`src/rtl/cla_adder_pipe_if.sv`:
```
// Operand/result bundle for cla_adder_pipe: valid/ready on both sides.
// Latency: none, this is wiring only.
// Backpressure: out_ready from the consumer, in_ready back to the producer.
interface cla_adder_pipe_if #(
  parameter int WIDTH = 32
);
  logic             in_valid;
  logic             in_ready;
  logic [WIDTH-1:0] a;
  logic [WIDTH-1:0] b;
  logic             ci;
  logic             sub;
  logic             out_valid;
  logic             out_ready;
  logic [WIDTH-1:0] s;
  logic             co;
  logic             ovf;
  logic             zero;

  // Producer/consumer side: drives operands and out_ready, sees results
  modport master (
    output in_valid, a, b, ci, sub, out_ready,
    input  in_ready, out_valid, s, co, ovf, zero
  );

  // Adder side
  modport slave (
    input  in_valid, a, b, ci, sub, out_ready,
    output in_ready, out_valid, s, co, ovf, zero
  );
endinterface

```
`src/rtl/cla_adder_pipe.sv`:
```
// Pipelined CLA adder/subtractor: SLICE bits per stage from 4-bit look-ahead groups, registered carry between stages.
// Latency: STAGES = WIDTH/SLICE cycles from accept to out_valid; one operation per cycle when not stalled.
// Backpressure: out_valid && !out_ready freezes every stage and drops in_ready in the same cycle; bubbles are kept.
module cla_adder_pipe #(
  parameter int WIDTH = 32,
  parameter int SLICE = 8
) (
  input  logic            clk,
  input  logic            reset_n,
  cla_adder_pipe_if.slave bus
);
  localparam int STAGES = WIDTH / SLICE;
  localparam int GROUPS = SLICE / 4;
  localparam int LAST   = STAGES - 1;

  if ((SLICE < 4) || (SLICE % 4 != 0) || (WIDTH < SLICE) || (WIDTH % SLICE != 0)) begin : g_bad_params
    $error("cla_adder_pipe: WIDTH must be a multiple of SLICE, and SLICE a multiple of 4");
  end

  logic             stall;
  logic             out_valid_q;
  logic [WIDTH-1:0] res_s_q;
  logic             res_co_q;
  logic             res_ovf_q;
  logic             res_zero_q;
  logic             ovf_nxt;

  // A held result blocks the whole pipe, including the input side
  assign stall         = out_valid_q & ~bus.out_ready;
  assign bus.in_ready  = ~stall;
  assign bus.out_valid = out_valid_q;
  assign bus.s         = res_s_q;
  assign bus.co        = res_co_q;
  assign bus.ovf       = res_ovf_q;
  assign bus.zero      = res_zero_q;

  // Stage k holds the operand bits not yet added (skew) and the sum bits already
  // produced by earlier stages (deskew); it adds the lowest SLICE operand bits.
  for (genvar k = 0; k < STAGES; k++) begin : g_stage
    localparam int LO  = k * SLICE;
    localparam int OPW = WIDTH - LO;

    logic                  vld_q;
    logic [OPW-1:0]        a_q;
    logic [OPW-1:0]        b_q;
    logic                  c_q;
    logic [SLICE-1:0]      prop;
    logic [SLICE-1:0]      gen;
    logic [SLICE-1:0]      sum;
    logic                  c_out;
    logic [LO+SLICE-1:0]   done;

    assign prop = a_q[SLICE-1:0] ^ b_q[SLICE-1:0];
    assign gen  = a_q[SLICE-1:0] & b_q[SLICE-1:0];

    // 4-bit look-ahead groups; group carries ripple from one group to the next
    for (genvar j = 0; j < GROUPS; j++) begin : g_grp
      localparam int B = 4 * j;
      logic       cin;
      logic       c1, c2, c3, c4;
      logic [3:0] gp;
      logic [3:0] gg;

      assign gp = prop[B +: 4];
      assign gg = gen[B +: 4];

      if (j == 0) begin : g_cin_first
        assign cin = c_q;
      end else begin : g_cin_chain
        assign cin = g_grp[j-1].c4;
      end

      assign c1 = gg[0] | (gp[0] & cin);
      assign c2 = gg[1] | (gp[1] & gg[0]) | (gp[1] & gp[0] & cin);
      assign c3 = gg[2] | (gp[2] & gg[1]) | (gp[2] & gp[1] & gg[0])
                | (gp[2] & gp[1] & gp[0] & cin);
      assign c4 = gg[3] | (gp[3] & gg[2]) | (gp[3] & gp[2] & gg[1])
                | (gp[3] & gp[2] & gp[1] & gg[0]) | (&gp & cin);

      assign sum[B +: 4] = gp ^ {c3, c2, c1, cin};
    end

    assign c_out = g_grp[GROUPS-1].c4;

    if (k == 0) begin : g_head
      // Capture the operand bundle; subtract folds into inverted b and a forced carry-in
      always_ff @(posedge clk or negedge reset_n) begin
        if (!reset_n) begin
          vld_q <= 1'b0;
          a_q   <= '0;
          b_q   <= '0;
          c_q   <= 1'b0;
        end else if (!stall) begin
          vld_q <= bus.in_valid;
          a_q   <= bus.a;
          b_q   <= bus.sub ? ~bus.b : bus.b;
          c_q   <= bus.sub | bus.ci;
        end
      end

      assign done = sum;
    end else begin : g_body
      logic [LO-1:0] low_q;

      // Advance the token: remaining operand bits, finished low sum bits and the slice carry
      always_ff @(posedge clk or negedge reset_n) begin
        if (!reset_n) begin
          vld_q <= 1'b0;
          a_q   <= '0;
          b_q   <= '0;
          c_q   <= 1'b0;
          low_q <= '0;
        end else if (!stall) begin
          vld_q <= g_stage[k-1].vld_q;
          a_q   <= g_stage[k-1].a_q[OPW+SLICE-1:SLICE];
          b_q   <= g_stage[k-1].b_q[OPW+SLICE-1:SLICE];
          c_q   <= g_stage[k-1].c_out;
          low_q <= g_stage[k-1].done;
        end
      end

      assign done = {sum, low_q};
    end
  end

  // Carry into the MSB is recovered from the MSB sum bit and its operand bits
  assign ovf_nxt = g_stage[LAST].c_out ^ g_stage[LAST].done[WIDTH-1]
                 ^ g_stage[LAST].a_q[SLICE-1] ^ g_stage[LAST].b_q[SLICE-1];

  // Result register; only a valid token updates the data so bubbles leave it untouched
  always_ff @(posedge clk or negedge reset_n) begin
    if (!reset_n) begin
      out_valid_q <= 1'b0;
      res_s_q     <= '0;
      res_co_q    <= 1'b0;
      res_ovf_q   <= 1'b0;
      res_zero_q  <= 1'b0;
    end else if (!stall) begin
      out_valid_q <= g_stage[LAST].vld_q;
      if (g_stage[LAST].vld_q) begin
        res_s_q    <= g_stage[LAST].done;
        res_co_q   <= g_stage[LAST].c_out;
        res_ovf_q  <= ovf_nxt;
        res_zero_q <= ~|g_stage[LAST].done;
      end
    end
  end
endmodule
```
`src/flat_wrapper.sv`:
```
// flat-port wrapper written by rule: the top's interface ports become plain ports
module cla_adder_pipe_flat 
#(
  parameter int WIDTH = 32,
  parameter int SLICE = 8
)
  (clk, reset_n, bus_in_valid, bus_a, bus_b, bus_ci, bus_sub, bus_out_ready, bus_in_ready, bus_out_valid, bus_s, bus_co, bus_ovf, bus_zero);
  cla_adder_pipe_if #(.WIDTH(WIDTH)) bus_i ();
  input  logic clk;
  input  logic reset_n;
  input wire logic [$bits(bus_i.in_valid)-1:0] bus_in_valid;
  input wire logic [$bits(bus_i.a)-1:0] bus_a;
  input wire logic [$bits(bus_i.b)-1:0] bus_b;
  input wire logic [$bits(bus_i.ci)-1:0] bus_ci;
  input wire logic [$bits(bus_i.sub)-1:0] bus_sub;
  input wire logic [$bits(bus_i.out_ready)-1:0] bus_out_ready;
  output wire logic [$bits(bus_i.in_ready)-1:0] bus_in_ready;
  output wire logic [$bits(bus_i.out_valid)-1:0] bus_out_valid;
  output wire logic [$bits(bus_i.s)-1:0] bus_s;
  output wire logic [$bits(bus_i.co)-1:0] bus_co;
  output wire logic [$bits(bus_i.ovf)-1:0] bus_ovf;
  output wire logic [$bits(bus_i.zero)-1:0] bus_zero;
  assign bus_i.in_valid = bus_in_valid;
  assign bus_i.a = bus_a;
  assign bus_i.b = bus_b;
  assign bus_i.ci = bus_ci;
  assign bus_i.sub = bus_sub;
  assign bus_i.out_ready = bus_out_ready;
  assign bus_in_ready = bus_i.in_ready;
  assign bus_out_valid = bus_i.out_valid;
  assign bus_s = bus_i.s;
  assign bus_co = bus_i.co;
  assign bus_ovf = bus_i.ovf;
  assign bus_zero = bus_i.zero;
  cla_adder_pipe #(.WIDTH(WIDTH), .SLICE(SLICE)) u_core (.clk(clk), .reset_n(reset_n), .bus(bus_i));
endmodule
```
`config.mk`:
```
export PLATFORM = sky130hd
export DESIGN_NAME = cla_adder_pipe_flat
export DESIGN_NICKNAME = d
export VERILOG_FILES = /design/src/rtl/cla_adder_pipe_if.sv /design/src/rtl/cla_adder_pipe.sv /design/src/flat_wrapper.sv
export SDC_FILE = /design/constraint.sdc
export NUM_CORES = 1
export LEC_CHECK = 0
export BUFFER_PORTS_ARGS = -buffer_cell sky130_fd_sc_hd__buf_4
export CAP_MARGIN = 15
export CORE_ASPECT_RATIO = 2
export CORE_MARGIN = 3
export CORE_UTILIZATION = 42
export DETAILED_ROUTE_END_ITERATION = 7
export MAX_ROUTING_LAYER = met4
export PLACE_DENSITY = 0.58
export SYNTH_ARGS = -nofsm -noshare
export SYNTH_HDL_FRONTEND = slang
export SYNTH_SLANG_ARGS = --single-unit
```
`constraint.sdc`:
```
create_clock -name clk -period 2.7 [get_ports clk]
set_input_delay 0.135 -clock clk [delete_from_list [all_inputs] [get_ports clk]]
set_output_delay 0.135 -clock clk [all_outputs]
set_load 0.1 [all_outputs]
```
After elaboration in Yosys (flattened, before gate mapping)
Index checks and enable logic that the tools add are counted.

storage, ports and cells
  latch bits = 0
  memories = 0
  memory bits (writable) = 0
  register bits = 252
  word-level logic and storage cells = 260
  ROM bits = 0

operators by class
  bitwise gates (word level) = 224
  reduce and logical (&&, ||, !) cells = 11
  divide/modulo/power cells = 0
  eq/ne operators = 0
  order comparisons = 0
  muxes and demuxes = 1
  shift operators = 0
  $mul = 0
  add/subtract/negate cells = 0

operators by type and width
  operator           number
  $and A1 B1 Y1      121
  $or A1 B1 Y1       81
  $and A8 B8 Y8      4
  $mux W32           1
  $not A32 Y32       1
  $reduce_and A4 Y1  8
  $reduce_or A32 Y1  1
  $xor A4 B4 Y4      8
  $xor A8 B8 Y8      4
  $xor A1 B1 Y1      3
  $not A1 Y1         2
  $reduce_and A2 Y1  1
  $logic_not A1 Y1   1

Longest topological paths before layout
Gate-level depths: netlist (run 1).

  depth in word-level cells = 12
  mapped depth = 10

Worst setup path before layout (run 1)
No wires, ideal clock.

  path kind = register to register
  start point = register u_core.out_valid_q (netlist: u_core.bus.out_valid)
  end point = register u_core.g_stage[3].g_body.low_q[16]
  period minus slack after synthesis = 2.888 ns
  data arrival time = 2.710 ns
  slack = -0.188 ns
  stages on the path, launching flop included = 7
  library setup time = 0.177 ns
  path buffers = 3
  path through = dfrtp_1 -> nor2b_1 -> buf_2 -> inv_2 -> clkbuf_1 -> clkbuf_1 -> a21oi_1

between the ends
  word-level cells in the longest chain between the ends = 1

RTL lines
  what                      line                   RTL
  start: declaration        cla_adder_pipe.sv:21   logic out_valid_q;
  start signal: assignment  cla_adder_pipe.sv:139  out_valid_q <= g_stage[LAST].vld_q;
  $and A1 B1 Y1             cla_adder_pipe.sv:29   assign stall = out_valid_q & ~bus.out_ready;
  end signal: assignment    cla_adder_pipe.sv:118  low_q <= g_stage[k-1].done;
  end: declaration          cla_adder_pipe.sv:103  logic [LO-1:0] low_q;

Every way passes these cells.
A chain may end at the register's enable or synchronous reset.

Final worst setup path (run 1)
  start point = register u_core.g_stage[3].a_q[0]
  end point = register u_core.res_zero_q (netlist: u_core.bus.zero)

RTL lines
  what                                                       line                                        RTL
  start: declaration                                         cla_adder_pipe.sv:44                        logic [OPW-1:0] a_q;
  start signal: assignment                                   cla_adder_pipe.sv:115                       a_q <= g_stage[k-1].a_q[OPW+SLICE-1:SLICE];
  $xor A8 B8 Y8 / $and A8 B8 Y8 (equally long branches)      cla_adder_pipe.sv:53, cla_adder_pipe.sv:54
  $reduce_and A4 Y1 / $and A1 B1 Y1 (equally long branches)  cla_adder_pipe.sv:78                        | (gp[3] & gp[2] & gp[1] & gg[0]) | (&gp & cin);
  $and A1 B1 Y1 / $or A1 B1 Y1 (equally long branches)       cla_adder_pipe.sv:78
  $or A1 B1 Y1 (*)                                           cla_adder_pipe.sv:78
  $xor A4 B4 Y4 (*)                                          cla_adder_pipe.sv:80                        assign sum[B +: 4] = gp ^ {c3, c2, c1, cin};
  named net u_core.g_stage[3].done[28]                       cla_adder_pipe.sv:51                        logic [LO+SLICE-1:0] done;
  $reduce_or A32 Y1 (*)                                      cla_adder_pipe.sv:144                       res_zero_q <= ~|g_stage[LAST].done;
  $logic_not A1 Y1 (*)                                       cla_adder_pipe.sv:144
  end signal: assignment                                     cla_adder_pipe.sv:144
  end: declaration                                           cla_adder_pipe.sv:25                        logic res_zero_q;

The timed path passes the listed nets; every way through them passes the cells marked *.

==> flow_metrics.py, run 1 <==
metrics = {
    "logic_synthesis": {
        "synthAdderAreaFrac_pct": 5.18,
        "synthMuxAreaShare_pct": 2.81,
        "synth-compound-area-share_pct": 5.64,
        "syn_area_mm2": 0.0108,
        "ys_top_cells_by_area": "dfrtp_1, nand2_1, ha_1, xnor2_1, o21ai_0",
        "synth_top_family_by_area": "simple AND/OR/NAND/NOR gates",
        "syn_inst": 1134,
        "synth_cell_types": 46,
        "async_flop_share_pct": 100,
        "synth-seq-cells": 252,
        "yosysTopAreaCellShare_pct": 58.2,
        "synth_area_leader_cell": "dfrtp_1",
        "synth_fp_nets": 1244,
        "synth_top_flop_cell": "dfrtp_1",
        "avgSynthCellArea_um2": 9.55,
        "ys_warn_count": 0,
        "synth_edf_count": 0,
        "synth_simple_gate_area_share_pct": 21.3,
        "synthXorXnorAreaFrac_pct": 4.12,
        "synth-seq-area-share_pct": 58.2,
    },
    "layout": {
        "fin_cells": 1638,
        "final_core_util_pct": 53.1,
        "layout-drive-gt1-share_pct": 14.5,
        "layout_commonest_cell": "nand2_1",
        "final_cell_mix": "nand2_1, dfrtp_1, buf_4",
        "fin_nets": 1398,
        "fill_cells": 2469,
        "area_growth_pct": 23.7,
    },
    "timing": {
        "tightestPinTransition_ns": 0.610,
        "slew_headroom_pct": 58.8,
        "setup_viol": 0,
        "fmax_mhz": 393,
        "fin_crit_sh_pct": 94.2,
        "worst_slack_ns": 0.156,
        "fin_worst_skew_ns": 0.00957,
        "finalSetupTns_ns": 0,
        "hold_viol": 0,
        "fin_crit_ns": 2.54,
        "holdWs_ns": 0.130,
        "drv_slew": 0,
        "rsz0062_at_grt": "true",
    },
    "grt": {
        "grt_pass1_wl_mm": 37.1,
        "grt.overflow.total": 0,
        "grt_pass1_vias": 7640,
        "grt_max_degree": 129,
        "grt_usage_pct": 16.6,
        "antenna_found_initial": 1,
    },
    "clock_tree": {
        "htreeDepth": 1,
        "cts.reportedPaths.clkPinSlew_ns": 0.06,
        "clock_sinks": 252,
        "clock_latency_ns": 0.51,
        "cts_buffers": 23,
        "root_buffer": "clkbuf_16",
        "clock_path_buffers": 3,
        "cts_tree": "done",
    },
    "worst_setup_path": {
        "critPathCaptureType": "flop",
        "required_ns": 3.11,
        "setup.worst_path.class": "reg2reg",
        "path_buf_inv": 0,
        "r2r_start": "u_core.g_stage[3].a_q[0]",
        "crit_path_start": "u_core.g_stage[3].a_q[0]",
        "crit_top_cell": "nand4_1",
        "r2r_cells": 10,
        "cpMaxStageDelayCell": "fa_1",
        "max_stage_delay_ns": 0.48,
        "crit_fanout": 2,
        "cp_cell_sequence": "ha_1, a21oi_2, o211ai_2, or2_4, fa_1, nor4_2, nand4_1, nor2_1, nand4_1, o31ai_1",
        "critical_path_depth": 10,
        "rrSetupSlack_ns": 0.16,
        "cp-endpoint": "u_core.bus.zero",
        "arrival_ns": 2.96,
        "critical-path-top-delay-family": "adder cells",
        "reg2reg_to": "u_core.bus.zero",
        "start_kind": "flop",
    },
    "die": {
        "num_rows": 82,
        "dieArea_mm2": 0.0279,
        "design.portCount": 107,
        "start_util_pct": 42.9,
        "die_w_um": 120,
        "core_mm2": 0.0252,
        "die_h_um": 233,
    },
    "place": {
        "place.gp.congestion": 0.804,
        "dpl.cell_count": 1529,
        "dp_hpwl_mm": 14.3,
        "place_ws_ns": 0.00912,
        "portBuffers": 106,
    },
    "route": {
        "ant_nets": 0,
        "routed_via_density": 4.65,
        "vias": 7610,
        "drt-pass1-iter-count": 4,
        "drt_iter0_drc": 341,
        "drc_errors": 0,
        "wire_per_inst_um": 13.2,
        "wl_mm": 21.6,
    },
    "run_status": {
        "status": "finished, final reports clean",
    },
    "power": {
        "p_leak_nw": 6.68,
        "ir_drop_mv": 0.517,
        "powerDensity_mw_per_mm2": 1280,
    },
    "flow_run": {
        "max_cap_violations": 0,
    },
    "worst_hold_path": {
        "hold_class": "in2reg",
    },
}
==> per-stage QoR <==
| stage | area, um^2 | power, mW |
|---|---|---|
| 3_5_place_dp | 12000 | 14.0 |
| 4_1_cts | 13400 | 17.3 |
| 2_1_floorplan | 10800 | 12.1 |
| 5_1_grt | 13400 | 18.5 |
| 6_report | 13400 | 17.1 |
| 3_3_place_gp | 12000 | 13.8 |
==> synth_stat cells, drive strengths merged, types with 2 or more instances <==
master,number
mux2,27
nor3,4
nor2,28
dfrtp,252
clkbuf,45
or2,3
xnor2,40
nand2b,4
a31oi,2
inv,18
a21oi,20
nand3,6
a21o,6
nor2b,5
o21a,2
o21ba,2
fa,8
a22oi,2
o21ai,63
nand2,514
nor4,5
xor2,11
nand4,5
o31ai,3
or3,3
ha,32
buf,11
o211ai,2
==> final cells by class <==
type                    count  area, um^2  area share, %
flip-flops and latches    252        6310           47.1
multi-input cells         808        4250           31.7
repair buffers            185        1630           12.1
clock buffers              32         639           4.77
well taps                 336         420           3.14
clock inverters             6        86.3          0.644
inverters                  18        72.6          0.542
diodes                      1        2.50         0.0187
==> worst min-delay path, delay by kind of cell <==
family | cells | cell delay [ns]
buffers and inverters | 2 | 0.28
AO/OA/AOI/OAI | 1 | 0.11
AND/OR/NAND/NOR | 1 | 0.05
==> cell families (layout without fill, tap and decap cells) <==
kind of cell / Yosys count / count (layout)
AOI/OAI and AO/OA: 107 / 107
and+or+nand+nor: 583 / 583
xor gates and xnor gates: 51 / 51
other: 0 / 1
DFF: 252 / 252
muxes: 27 / 27
buffers and inverters: 74 / 241
adders and majority gates: 40 / 40
==> registers in the layout, summed over array words and instances, names as in the netlist, 4 cells and up <==
name / flops
u_core.g_stage.vld_q: 4
u_core.g_stage.b_q: 80
u_core.bus.s: 32
u_core.g_stage.c_q: 4
u_core.g_stage.a_q: 80
u_core.g_stage.g_body.low_q: 48
==> worst min-delay path by stage <==
stage                        from                         to  slack (ns)  cells after the start
finish              bus_out_ready   u_core.g_stage[0].a_q[0]        0.13                      4
global route        bus_out_ready      u_core.g_stage[0].c_q        0.15                      4
CTS                 bus_out_ready   u_core.g_stage[0].b_q[0]        0.11                      4
detailed placement        reset_n  u_core.g_stage[2].b_q[13]        0.15                      1
global placement          reset_n  u_core.g_stage[2].b_q[13]        0.14                      1
floorplan                 reset_n              u_core.bus.co       -0.16                      0
==> metal layers <==
layer,track usage (%),vias to the layer above,wire [um]
met5,-,-,0
met4,5.74,0,482
met3,1.77,26,624
met2,28.7,108,11200
met1,20.2,3560,9290
li1,-,3916,-
==> where the power goes <==
part / switching, mW / internal [mW]
Clock: 1.33 / 1.84
Combinational: 4.82 / 2.61
Sequential: 1.03 / 5.47
Total: 7.18 / 9.92
==> repair_timing <==
action	in CTS	in global routing
buffers inserted	0	3
hold endpoints to repair	140	0
setup endpoints to repair	1	1
hold buffers	67	0
pin swaps	0	9
gates resized for setup	1	2
No activity file was read; power rests on OpenSTA's default activity.
==> inputs of run 2 (changes only) <==
--- a/config.mk
+++ b/config.mk
@@ -9,10 +9,10 @@
 export CAP_MARGIN = 15
 export CORE_ASPECT_RATIO = 2
 export CORE_MARGIN = 3
-export CORE_UTILIZATION = 42
+export CORE_UTILIZATION = 59
 export DETAILED_ROUTE_END_ITERATION = 7
 export MAX_ROUTING_LAYER = met4
-export PLACE_DENSITY = 0.58
+export PLACE_DENSITY = 0.78
 export SYNTH_ARGS = -nofsm -noshare
 export SYNTH_HDL_FRONTEND = slang
 export SYNTH_SLANG_ARGS = --single-unit
==> run 2 against run 1 <==
  * Fmax fell by 4.3%
  * Via count is 4.0% higher
  * Global-route usage grew 7.2 points
  * Setup slack lost 0.11 ns
  * Design area shrank 1.2%
  * First-iteration DRC count rose by 43%
  * Sequential power about the same
  * Hold slack better by 0.13 ns
  * Clock skew is 0.0042 ns higher
  * Critical path depth did not move
  * Critical endpoint unchanged
  * Highest routed layer unchanged
==> flow_metrics.py, run 2 (same netlist as run 1, synthesis figures left out) <==
metrics = {
    "layout": {
        "fin_area_mm2": 0.0132,
        "layout_commonest_cell": "nand2_1",
        "area_growth_pct": 22.3,
        "final_cell_mix": "nand2_1, dfrtp_1, buf_4",
        "fin_nets": 1397,
        "final_core_util_pct": 74.1,
        "top_regs": "u_core.g_stage.a_q x80, u_core.g_stage.b_q x80, u_core.g_stage.g_body.low_q x48",
        "layout-drive-gt1-share_pct": 14.5,
        "fin_cells": 1513,
    },
    "power": {
        "ir_drop_mv": 0.831,
        "clockPowerShare_pct": 17.8,
        "switching_power_mw": 7.26,
        "finalPower_mw": 17.1,
        "switching_share_pct": 42.4,
        "power.internal_mw": 9.88,
        "powerDensity_mw_per_mm2": 1290,
        "pwr-share-seq_pct": 38.1,
        "p_leak_nw": 6.65,
        "p_comb_share_pct": 44.1,
    },
    "timing": {
        "fmax_mhz": 376,
        "drv_slew": 0,
        "fin_worst_skew_ns": 0.0138,
        "hold_viol": 0,
        "setup_viol": 0,
        "slew_headroom_pct": 46.1,
        "holdWs_ns": 0.259,
        "fin_crit_ns": 2.66,
        "fin_crit_sh_pct": 98.5,
        "tightestPinTransition_ns": 0.808,
        "rsz0062_at_grt": "true",
    },
    "worst_setup_path": {
        "start_kind": "flop",
        "crit_top_cell": "nand4_1",
        "cpMaxStageDelayCell": "fa_1",
        "reg2reg_to": "u_core.bus.zero",
        "rrSetupSlack_ns": 0.04,
        "r2r_cells": 10,
        "arrival_ns": 3.06,
        "r2r_start": "u_core.g_stage[3].a_q[0]",
        "crit_fanout": 2,
        "cp_cell_sequence": "ha_1, a21oi_2, o211ai_2, or2_4, fa_1, nor4_2, nand4_1, nor2_1, nand4_1, o31ai_1",
        "required_ns": 3.10,
        "critPathCaptureType": "flop",
        "max_stage_delay_ns": 0.51,
        "setup.worst_path.class": "reg2reg",
    },
    "place": {
        "dp_hpwl_mm": 13.8,
        "place.gp.congestion": 0.802,
        "portBuffers": 106,
        "placed_cell_area_mm2": 0.0118,
        "dpl.cell_count": 1407,
    },
    "die": {
        "start_util_pct": 60.6,
        "num_rows": 69,
        "die_h_um": 198,
        "dieArea_mm2": 0.0201,
        "design.portCount": 107,
        "core_mm2": 0.0179,
        "die_w_um": 102,
    },
    "clock_tree": {
        "clock_latency_ns": 0.49,
        "root_buffer": "clkbuf_16",
        "clock_sinks": 252,
        "cts_buffers": 21,
        "clock_path_buffers": 3,
        "cts.reportedPaths.clkPinSlew_ns": 0.07,
        "htreeDepth": 1,
        "cts_tree": "done",
    },
    "route": {
        "vias": 7912,
        "wl_mm": 22.0,
        "ant_nets": 0,
        "wire_per_inst_um": 14.5,
        "drt_iter0_drc": 486,
        "routed_via_density": 5.23,
        "drt-pass1-iter-count": 5,
        "drc_errors": 0,
    },
    "worst_hold_path": {
        "hold_class": "in2async",
    },
    "grt": {
        "grt_pass1_wl_mm": 37.6,
        "grt_pass1_vias": 8060,
        "antenna_found_initial": 0,
        "grt_usage_pct": 23.8,
        "grt_max_degree": 154,
        "grt.overflow.total": 0,
    },
    "run_status": {
        "status": "finished, final reports clean",
    },
    "flow_run": {
        "max_cap_violations": 0,
    },
}
[run 2: worst max-delay path by stage]
stage,start,end,slack (ns),cells after the start
after floorplan,u_core.g_stage[3].b_q[0],u_core.bus.zero,0.21,10
after CTS,u_core.g_stage[3].b_q[0],u_core.bus.zero,0.03,10
final,u_core.g_stage[3].a_q[0],u_core.bus.zero,0.04,10
after global routing,u_core.g_stage[3].a_q[0],u_core.bus.zero,-0.18,10
after global placement,u_core.g_stage[3].b_q[0],u_core.bus.zero,0.08,10
after detailed placement,u_core.g_stage[3].b_q[0],u_core.bus.zero,-0.02,10
[run 2: metal layers]
layer	GRT usage, %	wire length [um]	up-vias
li1	-	-	3922
met3	2.62	775	58
met4	9.81	947	0
met2	39.6	11600	159
met1	29.4	8660	3773
met5	-	0	-
[run 2: final cells by class]
cell class                 instances  area, um^2
sequential                       252        6310
timing repair buffer             186        1630
antenna                            1        2.50
clock buffer                      28         572
inverter                          18        72.6
tap                              213         267
fill                            1244        4630
multi-input combinational        808        4280
clock inverter                     7         114
[run 2: worst max-delay path: cells and delay by family (launching register included)]
kind	cells	cell delay (ns)
AOI/OAI and AO/OA	3	0.51
adders and majority gates	2	0.82
and+or+nand+nor	5	0.87
DFF	1	0.38
[run 2: power by group through the flow]
| stage | sequential (mW) | combinational [mW] | clock, mW |
|---|---|---|---|
| after floorplan | 8.12 | 3.99 | 0 |
| after global placement | 6.47 | 7.16 | 0 |
| after detailed placement | 6.56 | 7.41 | 0 |
| after CTS | 6.51 | 7.56 | 3.11 |
| after global routing | 6.74 | 8.42 | 3.24 |
| final | 6.53 | 7.56 | 3.05 |
[run 2: metrics by stage]
| step | TNS (ns) | setup slack (ns) |
|---|---|---|
| floorplan | 0 | 0.215 |
| global placement | 0 | 0.0812 |
| detailed placement | -0.0175 | -0.0175 |
| CTS | 0 | 0.0290 |
| global route | -0.177 | -0.177 |
| finish | 0 | 0.0416 |
[run 2: repair_timing]
action,CTS,global route
hold endpoints to repair,168,0
hold buffers,69,0
buffers inserted,0,1
cloned,0,0
resized for setup,1,5
endpoints found under the setup margin,1,1
pin swaps,0,9
==> inputs of run 3 (changes only) <==
--- a/config.mk
+++ b/config.mk
@@ -7,7 +7,7 @@
 export LEC_CHECK = 0
 export BUFFER_PORTS_ARGS = -buffer_cell sky130_fd_sc_hd__buf_4
 export CAP_MARGIN = 15
-export CORE_ASPECT_RATIO = 2
+export CORE_ASPECT_RATIO = 1.2
 export CORE_MARGIN = 3
 export CORE_UTILIZATION = 59
 export DETAILED_ROUTE_END_ITERATION = 7
==> run 3 against run 2 <==
  * Clock-buffer cell count rose by 9
  * Cell count rose by 0.53%
  * Highest routed layer unchanged
  * Via count fell by 0.25%
  * Sequential power barely moved
  * Sequential share of layout area fell by 0.40 points
  * Die area fell by 0.45%
  * Combinational power fell by 0.9%
  * Register-to-register slack improved by 0.08 ns
  * Largest cell class unchanged
==> flow_metrics.py, run 3 (same netlist as run 1, synthesis figures left out) <==
metrics = {
    "place": {
        "place_ws_ns": 0.0190,
        "portBuffers": 106,
        "place.gp.congestion": 0.807,
        "dp_hpwl_mm": 13.4,
    },
    "clock_tree": {
        "htreeDepth": 1,
        "clock_latency_ns": 0.51,
        "clock_path_buffers": 3,
        "root_buffer": "clkbuf_16",
        "cts_buffers": 24,
        "cts.reportedPaths.clkPinSlew_ns": 0.07,
        "cts_tree": "done",
        "clock_sinks": 252,
        "post_cts_buffers": 0,
    },
    "grt": {
        "grt_max_degree": 121,
        "antenna_found_initial": 0,
        "grt_usage_pct": 23.1,
        "grt_pass1_vias": 7855,
        "grt.overflow.total": 0,
        "grt_pass1_wl_mm": 37.2,
    },
    "timing": {
        "slew_headroom_pct": 51.9,
        "fin_crit_sh_pct": 95.5,
        "hold_viol": 0,
        "fin_worst_skew_ns": 0.0105,
        "holdWs_ns": 0.142,
        "fin_crit_ns": 2.58,
        "worst_slack_ns": 0.122,
        "drv_slew": 0,
        "fmax_mhz": 388,
        "setup_viol": 0,
        "tightestPinTransition_ns": 0.721,
    },
    "power": {
        "pwr-share-seq_pct": 37.6,
        "powerDensity_mw_per_mm2": 1300,
        "switching_share_pct": 41.8,
        "power.internal_mw": 10.1,
        "p_comb_share_pct": 43.0,
        "p_leak_nw": 6.71,
        "clockPowerShare_pct": 19.5,
        "finalPower_mw": 17.4,
        "ir_drop_mv": 0.862,
        "switching_power_mw": 7.29,
    },
    "layout": {
        "final_cell_mix": "nand2_1, dfrtp_1, buf_4",
        "fill_cells": 1218,
        "diodes": 0,
        "area_growth_pct": 23.3,
        "layout_commonest_cell": "nand2_1",
        "fin_nets": 1396,
        "layout-drive-gt1-share_pct": 14.7,
        "top_regs": "u_core.g_stage.a_q x80, u_core.g_stage.b_q x80, u_core.g_stage.g_body.low_q x48",
    },
    "worst_setup_path": {
        "r2r_cells": 10,
        "critPathCaptureType": "flop",
        "required_ns": 3.12,
        "crit_top_cell": "nand4_1",
        "critical_path_depth": 10,
        "cpMaxStageDelayCell": "fa_1",
        "setup.worst_path.class": "reg2reg",
        "path_buf_inv": 0,
        "rrSetupSlack_ns": 0.12,
        "arrival_ns": 3.00,
        "start_kind": "flop",
        "cp_cell_sequence": "ha_1, a21oi_2, o211ai_2, or2_4, fa_1, nor4_2, nand4_1, nor2_1, nand4_1, o31ai_1",
        "max_stage_delay_ns": 0.47,
        "r2r_start": "u_core.g_stage[3].a_q[0]",
        "reg2reg_to": "u_core.bus.zero",
        "crit_fanout": 2,
        "critical-path-top-delay-family": "simple AND/OR/NAND/NOR gates",
    },
    "route": {
        "vias": 7892,
        "drt-pass1-iter-count": 4,
        "ant_nets": 0,
        "drt_iter0_drc": 488,
        "wire_per_inst_um": 14.3,
        "drc_errors": 0,
        "wl_mm": 21.7,
        "routed_via_density": 5.19,
    },
    "run_status": {
        "status": "finished, final reports clean",
    },
    "die": {
        "design.portCount": 107,
        "die_h_um": 154,
        "start_util_pct": 60.9,
        "core_mm2": 0.0178,
        "die_w_um": 130,
        "num_rows": 53,
        "dieArea_mm2": 0.0200,
    },
    "worst_hold_path": {
        "holdCritStartpoint": "bus_out_ready",
        "whs_path_depth": 5,
        "hold_end": "u_core.g_stage[3].vld_q",
        "hold_class": "in2reg",
    },
    "flow_run": {
        "max_cap_violations": 0,
    },
}
[run 3: changes by cell type in the layout (fill, tap and decap cells not counted), sizes merged]
cell,delta
clkbuf,+9
buf,-2
clkinv,-2
dlygate4sd3,-2
bufinv,-1
diode,-1
[run 3: how the worst max path moves through the flow]
stage | slack, ns | endpoint | from
after floorplan | 0.21 | u_core.bus.zero | u_core.g_stage[3].b_q[0]
after global placement | 0.13 | u_core.bus.zero | u_core.g_stage[3].b_q[0]
after detailed placement | 0.02 | u_core.bus.zero | u_core.g_stage[3].b_q[0]
after CTS | 0.01 | u_core.bus.zero | u_core.g_stage[3].b_q[0]
after global routing | -0.02 | u_core.bus.zero | u_core.g_stage[3].b_q[0]
final | 0.12 | u_core.bus.zero | u_core.g_stage[3].a_q[0]
[run 3: per-stage QoR]
stage / std cells / cell area, um^2 / setup TNS [ns] / utilization [%]
final: 1521 / 13400 / 0 / 75.1
after global placement: 1413 / 11800 / 0 / 66.7
after detailed placement: 1413 / 11800 / 0 / 66.7
after floorplan: 1134 / 10800 / 0 / -
after global routing: 1521 / 13400 / -0.0194 / 75.1
after CTS: 1521 / 13300 / 0 / 74.9
[run 3: final cells by class]
class,instances,area [um^2],area share (%)
Timing Repair Buffer,182,1630,12.2
Tap cell,220,275,2.06
Clock buffer,37,731,5.47
Inverter,18,72.6,0.543
Multi-Input combinational cell,808,4270,32.0
Clock inverter,4,70.1,0.525
Sequential cell,252,6310,47.2
[run 3: per-layer routing]
metal	vias up	GRT usage (%)	wire length [um]
met2	134	37.7	10800
met5	-	-	0
met4	0	5.89	462
met3	40	2.76	730
met1	3804	31.3	9710
li1	3914	-	-
[run 3: power by group through the flow]
| stage | combinational [mW] | sequential, mW | clock [mW] |
|---|---|---|---|
| after detailed placement | 7.37 | 6.57 | 0 |
| after global placement | 7.16 | 6.49 | 0 |
| final | 7.49 | 6.55 | 3.39 |
| after floorplan | 3.99 | 8.12 | 0 |
| after CTS | 7.51 | 6.52 | 3.45 |
| after global routing | 8.33 | 6.75 | 3.59 |
[run 3: repair_timing]
item                                   CTS  global route
setup endpoints to repair                0             1
hold buffers                            67             0
resized for setup                        0             5
endpoints found under the hold margin  155             0
[run 3: worst reg2reg max path, cell delays in order (launching register included)]
cell      delay [ns]
dfrtp_1         0.38
ha_1            0.30
a21oi_2         0.17
o211ai_2        0.11
or2_4           0.24
fa_1            0.47
nor4_2          0.22
nand4_1         0.10
nor2_1          0.13
nand4_1         0.13
o31ai_1         0.25
